<file path="config.mk">
export PLATFORM = sky130hd
export DESIGN_NAME = rle_encoder
export DESIGN_NICKNAME = d
export VERILOG_FILES = /design/src/rtl/rle_encoder.sv
export SDC_FILE = /design/constraint.sdc
export NUM_CORES = 1
export LEC_CHECK = 0
export CAP_MARGIN = 20
export CORE_MARGIN = 10
export CORE_UTILIZATION = 50
export DETAILED_ROUTE_END_ITERATION = 7
export GPL_TIMING_DRIVEN = 0
export PLACE_DENSITY = 0.67
export SYNTH_ARGS = -nofsm -noshare
export SYNTH_HDL_FRONTEND = slang
export SYNTH_SLANG_ARGS = --single-unit
</file>
<file path="constraint.sdc">
create_clock -name clock -period 8.4 [get_ports clock]
set_input_delay 1.68 -clock clock [delete_from_list [all_inputs] [get_ports clock]]
set_output_delay 1.68 -clock clock [all_outputs]
set_load 0.005 [all_outputs]
</file>
<file path="src/rtl/rle_encoder.sv">
// Run-length encoder between sampler and sample FIFO, with bypass mode and a 2-entry output queue.
// Optional RLE_STATS_EN macro adds saturating words_in/words_out counters.
module rle_encoder #(
  parameter int SAMPLE_WIDTH = 8
) (
  input  logic                    clock,
  input  logic                    reset,
  input  logic                    rle_en,
  input  logic                    flush,
  input  logic [SAMPLE_WIDTH-1:0] data_in,
  input  logic                    valid_in,
  output logic [SAMPLE_WIDTH-1:0] data_out,
  output logic                    valid_out,
  output logic                    overflow
`ifdef RLE_STATS_EN
  ,
  output logic [15:0]             words_in,
  output logic [15:0]             words_out
`endif
);
  localparam int CW = SAMPLE_WIDTH - 1;
  localparam logic [CW-1:0] CMAX    = '1;
  localparam logic [CW-1:0] CMAX_M1 = CMAX - 1'b1;

  logic [CW-1:0]           last, last_n, cnt, cnt_n, d;
  logic                    last_v, lv_n;
  logic [SAMPLE_WIDTH-1:0] q0, q1;
  logic [1:0]              qn;

  logic [SAMPLE_WIDTH-1:0] wq [2];
  logic [1:0]              nw;
  logic [SAMPLE_WIDTH-1:0] lst [3];
  logic [2:0]              ln;

  assign d = data_in[CW-1:0];

  // New words generated this cycle (at most two).
  always_comb begin
    wq[0]  = '0;
    wq[1]  = '0;
    nw     = 2'd0;
    cnt_n  = cnt;
    last_n = last;
    lv_n   = last_v;
    if (rle_en) begin
      if (valid_in) begin
        if (!last_v) begin
          wq[nw[0]] = {1'b0, d}; nw = nw + 2'd1;
          last_n = d; lv_n = 1'b1; cnt_n = '0;
        end else if (d == last) begin
          if (cnt == CMAX_M1) begin
            wq[nw[0]] = {1'b1, CMAX}; nw = nw + 2'd1;
            cnt_n = '0;
          end else begin
            cnt_n = cnt + 1'b1;
          end
        end else begin
          if (cnt != '0) begin
            wq[nw[0]] = {1'b1, cnt}; nw = nw + 2'd1;
          end
          wq[nw[0]] = {1'b0, d}; nw = nw + 2'd1;
          last_n = d; cnt_n = '0;
        end
      end
      // Flush is applied after this cycle's sample has been folded in.
      if (flush) begin
        if (cnt_n != '0) begin
          wq[nw[0]] = {1'b1, cnt_n}; nw = nw + 2'd1;
        end
        cnt_n = '0;
        lv_n  = 1'b0;
      end
    end else begin
      cnt_n = '0;
      lv_n  = 1'b0;
      if (valid_in) begin
        wq[0] = data_in; nw = 2'd1;
      end
    end
  end

  // Queued words followed by new words; lst[0] is what leaves this cycle.
  always_comb begin
    lst[0] = q0;
    lst[1] = q1;
    lst[2] = '0;
    ln     = {1'b0, qn};
    if (nw != 2'd0) begin
      if (ln < 3'd3) lst[ln[1:0]] = wq[0];
      ln = ln + 3'd1;
    end
    if (nw == 2'd2) begin
      if (ln < 3'd3) lst[ln[1:0]] = wq[1];
      ln = ln + 3'd1;
    end
  end

  always_ff @(posedge clock or posedge reset) begin
    if (reset) begin
      data_out  <= '0;
      valid_out <= 1'b0;
      overflow  <= 1'b0;
      last      <= '0;
      last_v    <= 1'b0;
      cnt       <= '0;
      q0        <= '0;
      q1        <= '0;
      qn        <= 2'd0;
    end else begin
      last   <= last_n;
      last_v <= lv_n;
      cnt    <= cnt_n;
      if (ln != 3'd0) begin
        data_out  <= lst[0];
        valid_out <= 1'b1;
        q0        <= lst[1];
        q1        <= lst[2];
        qn        <= (ln == 3'd4) ? 2'd2 : 2'(ln - 3'd1);
        if (ln == 3'd4) overflow <= 1'b1;
      end else begin
        valid_out <= 1'b0;
        qn        <= 2'd0;
        if (!rle_en) data_out <= data_in;
      end
    end
  end

`ifdef RLE_STATS_EN
  always_ff @(posedge clock or posedge reset) begin
    if (reset) begin
      words_in  <= '0;
      words_out <= '0;
    end else if (flush) begin
      words_in  <= '0;
      words_out <= '0;
    end else begin
      if (valid_in && words_in != 16'hFFFF)   words_in  <= words_in + 16'd1;
      if (valid_out && words_out != 16'hFFFF) words_out <= words_out + 16'd1;
    end
  end
`endif

endmodule
</file>
==> reports/metrics.csv <==
stage;metric;value;unit
run_status;status;complete, no violations;
die;die-area;9490;um^2
final_layout;post-route-util;0.580;
final_layout;area_growth;13.9;%
power;intPower;0.000430;W
timing;drv_slew;0;
critical_path;slowest_stage;clkdlybuf4s50_1;
yosys;synth.largest_area_cell;dfrtp_1;
grt;track_usage;0.177;
yosys;ys.flop_type;dfrtp_1;
route;vias_per_cell;6.42;
clock_tree;post_cts_buffers;0;
critical_path;cp.buffers_inverters;3;
timing;fin_crit;5530;ps
placement;place_congestion;0.971;
power;power_frac_comb;0.252;
critical_path;cp.depth;15;
critical_path;worstPathRequired;8600;ps
placement;port_buffers;17;
critical_path;endpoint_kind;flip-flop;
clock_tree;cts_sinks;43;
power;p_sw_frac;0.284;
route;vias;2797;
clock_tree;clk_root_buffer_cell;clkbuf_8;
critical_path;crit_fanout;10;
yosys;syn_nets;356;
clock_tree;clock_path_buffers;2;
timing;rsz0062_at_grt;false;
worst_hold_path;whs_endpoint;overflow$_DFFE_PP0P_;
yosys;yosysTopAreaCellShare;0.359;
yosys;yosys_warnings;0;
die;die_w;97.4;um
worst_hold_path;hold_start;overflow$_DFFE_PP0P_;
timing;post-route-period-util;0.658;
placement;dp_hpwl;6240;um
critical_path;critical_path.top_delay_family;simple AND/OR/NAND/NOR gates;
critical_path;cp-start-kind;primary input;
route;dr.pass1.iters;5;
die;coreArea;5890;um^2
timing;clock_skew;8.32;ps
clock_tree;clk_latency;310;ps
power;cellLeakagePower;1.35;nW
die;initial_core_util;0.509;
die;ios;23;
critical_path;r2r_end;q0[0]$_DFFE_PP0P_;
final_layout;drive_above_1_share;0.122;
critical_path;path_class;primary input to flip-flop;
route;wl_per_cell;19.7;um
power;p_sw;0.000170;W
grt;grt_pass1_vias;2658;
die;die_h;97.4;um
yosys;ys_ff_latch;43;
clock_tree;ctsHtreeMaxLevel;2;
yosys;synth.area.top_cells;dfrtp_1, mux2_2, nor2_1;
worst_hold_path;hold_path_depth;1;
yosys;synthCells;335;
clock_tree;ctsResizeCount;0;
die;rows;28;
critical_path;r2r_start;cnt[0]$_DFF_PP0_;
clock_tree;clk_pin_slew;80;ps
yosys;ys_seq_area_frac;0.359;
timing;fmax;181;MHz
critical_path;r2r_slack;4420;ps
critical_path;critical_path.most_common_cell;and2_1;
yosys;yosys.cell_count.top_type;dfrtp_1;
final_layout;nNetsFinal;381;
timing;setup_viol;0;
grt;antenna_found_initial;0;
route;wirelength;8570;um
power;clkPwrFrac;0.325;
timing;tightest_slew;628;ps
timing;hold_viol;0;
power;vdd_drop_max;0.111;mV
critical_path;arrival;5730;ps
timing;fin_setup_tns;0;ps
yosys;synth-edff-count;0;
job;drv_cap;0;
clock_tree;cts_tree;done;
route;drc;0;
final_layout;diodes;0;
route;drtAntennaViolNets;0;
route;drt_iter0_drc;356;
yosys;async_flop_share;1.00;
grt;grt_pass1_wl;14100;um
yosys;ys_top_cells_by_count;dfrtp_1, nor2_1, nand2_1;
critical_path;max_stage_delay;700;ps
power;seqPwrFrac;0.423;
critical_path;cp_cell_sequence;clkdlybuf4s50_1, xnor2_1, nand4_1, buf_2, nor3_2, nor2_1, a41oi_1, ha_1, and2_1, nor4_1, and2_1, and2_1, buf_2, nor3_1, o41ai_1;
critical_path;worstRegToRegCells;14;
grt;grt_max_degree;27;
clock_tree;holdBufCountCts;0;
timing;relSlewSlack;0.578;
yosys;synth_area;3000;um^2
clock_tree;numCtsBuffers;5;
power;p_per_area;176;nW/um^2
grt;overflow;0;
yosys;syn_avg_cell_area;8.95;um^2
worst_hold_path;hold_class;flip-flop to flip-flop;
yosys;ys_types;67;
-- registers in the layout, indices dropped and copies added, names as in the netlist --
name and count:
q0 8, last_v 1, data_out 8, last 7, qn 2, valid_out 1, q1 8, overflow 1
cnt 7
-- kinds of logic (layout without fill, tap and decap cells) --
kind of cell | after synthesis | in the layout | share of synthesized area
xor+xnor | 15 | 15 | 0.0438
fa+ha+maj | 8 | 8 | 0.0334
buf+inv | 29 | 55 | 0.0434
simple gates | 124 | 124 | 0.212
flops | 43 | 43 | 0.359
mux | 22 | 22 | 0.0789
compound gates | 94 | 94 | 0.229
-- power by group through the flow --
stage               clock network, W   logic, W  registers [W]
CTS                         0.000198   0.000151       0.000254
global route                0.000205   0.000167       0.000257
floorplan                          0  0.0000981       0.000256
detailed placement                 0   0.000151       0.000258
finish                      0.000195   0.000151       0.000254
global placement                   0   0.000148       0.000257
-- stage by stage --
stage	instances	instance area (um^2)	setup slack [ps]	hold slack, ps	total power, W
after floorplan	335	3000	3630	438	0.000354
after global placement	427	3260	2620	463	0.000405
after detailed placement	428	3280	2660	471	0.000408
after CTS	436	3410	2950	494	0.000603
after global routing	436	3410	2610	508	0.000629
final	436	3410	2870	488	0.000600
-- layout by cell type, fill, tap and decap left out, types with 4 or more instances in the layout --
master	instances
nand3_1	13
nand4_1	5
and3_1	4
and2_1	6
o21ai_0	12
inv_1	6
nor3_1	8
mux2_2	13
nand2_1	28
nand2b_1	5
nor2_1	33
buf_2	8
xnor2_1	13
a21oi_1	16
mux2i_1	9
ha_1	8
clkdlybuf4s50_1	17
clkbuf_1	10
clkbuf_8	5
dfrtp_1	43
o221ai_1	5
o211ai_1	5
a221o_1	4
a31oi_1	13
-- per-layer routing --
layer,vias to the layer above,GRT usage,share of wire
met3,12,0.0420,0.091
li1,1299,-,-
met4,0,0.0470,0.017
met5,-,0,0
met1,1342,0.248,0.45
met2,144,0.263,0.44
-- area by class of cell --
| cell class | instances | area, um^2 |
|---|---|---|
| multi-input cells | 263 | 1790 |
| well taps | 75 | 93.8 |
| inverters | 8 | 30.0 |
| clock buffers | 6 | 72.6 |
| clock inverters | 2 | 60.1 |
| plain buffers | 21 | 100 |
| flip-flops and latches | 43 | 1080 |
| repair buffers | 18 | 190 |
| fillers | 522 | 2470 |
-- worst max-delay path by stage --
stage	from	endpoint	slack, ps
3_3_place_gp	valid_in	q0[0]$_DFFE_PP0P_	2620
4_1_cts	valid_in	q0[0]$_DFFE_PP0P_	2950
6_report	data_in[2]	q0[0]$_DFFE_PP0P_	2870
5_1_grt	valid_in	q0[0]$_DFFE_PP0P_	2610
2_1_floorplan	data_in[1]	data_out[6]$_DFFE_PP0P_	3630
3_5_place_dp	valid_in	q0[0]$_DFFE_PP0P_	2660
-- worst register-to-register path, cell delays in order (launching register included) --
cell and delay (ps):
dfrtp_1 470, inv_1 150, ha_1 150, or4b_4 470
o31a_1 340, o21a_4 170, nor2_1 110, ha_1 250
and2_1 180, nor4_1 570, and2_1 260, and2_1 130
buf_2 230, nor3_1 80, o41ai_1 300
Note: power is estimated with default switching activity, not from simulation.
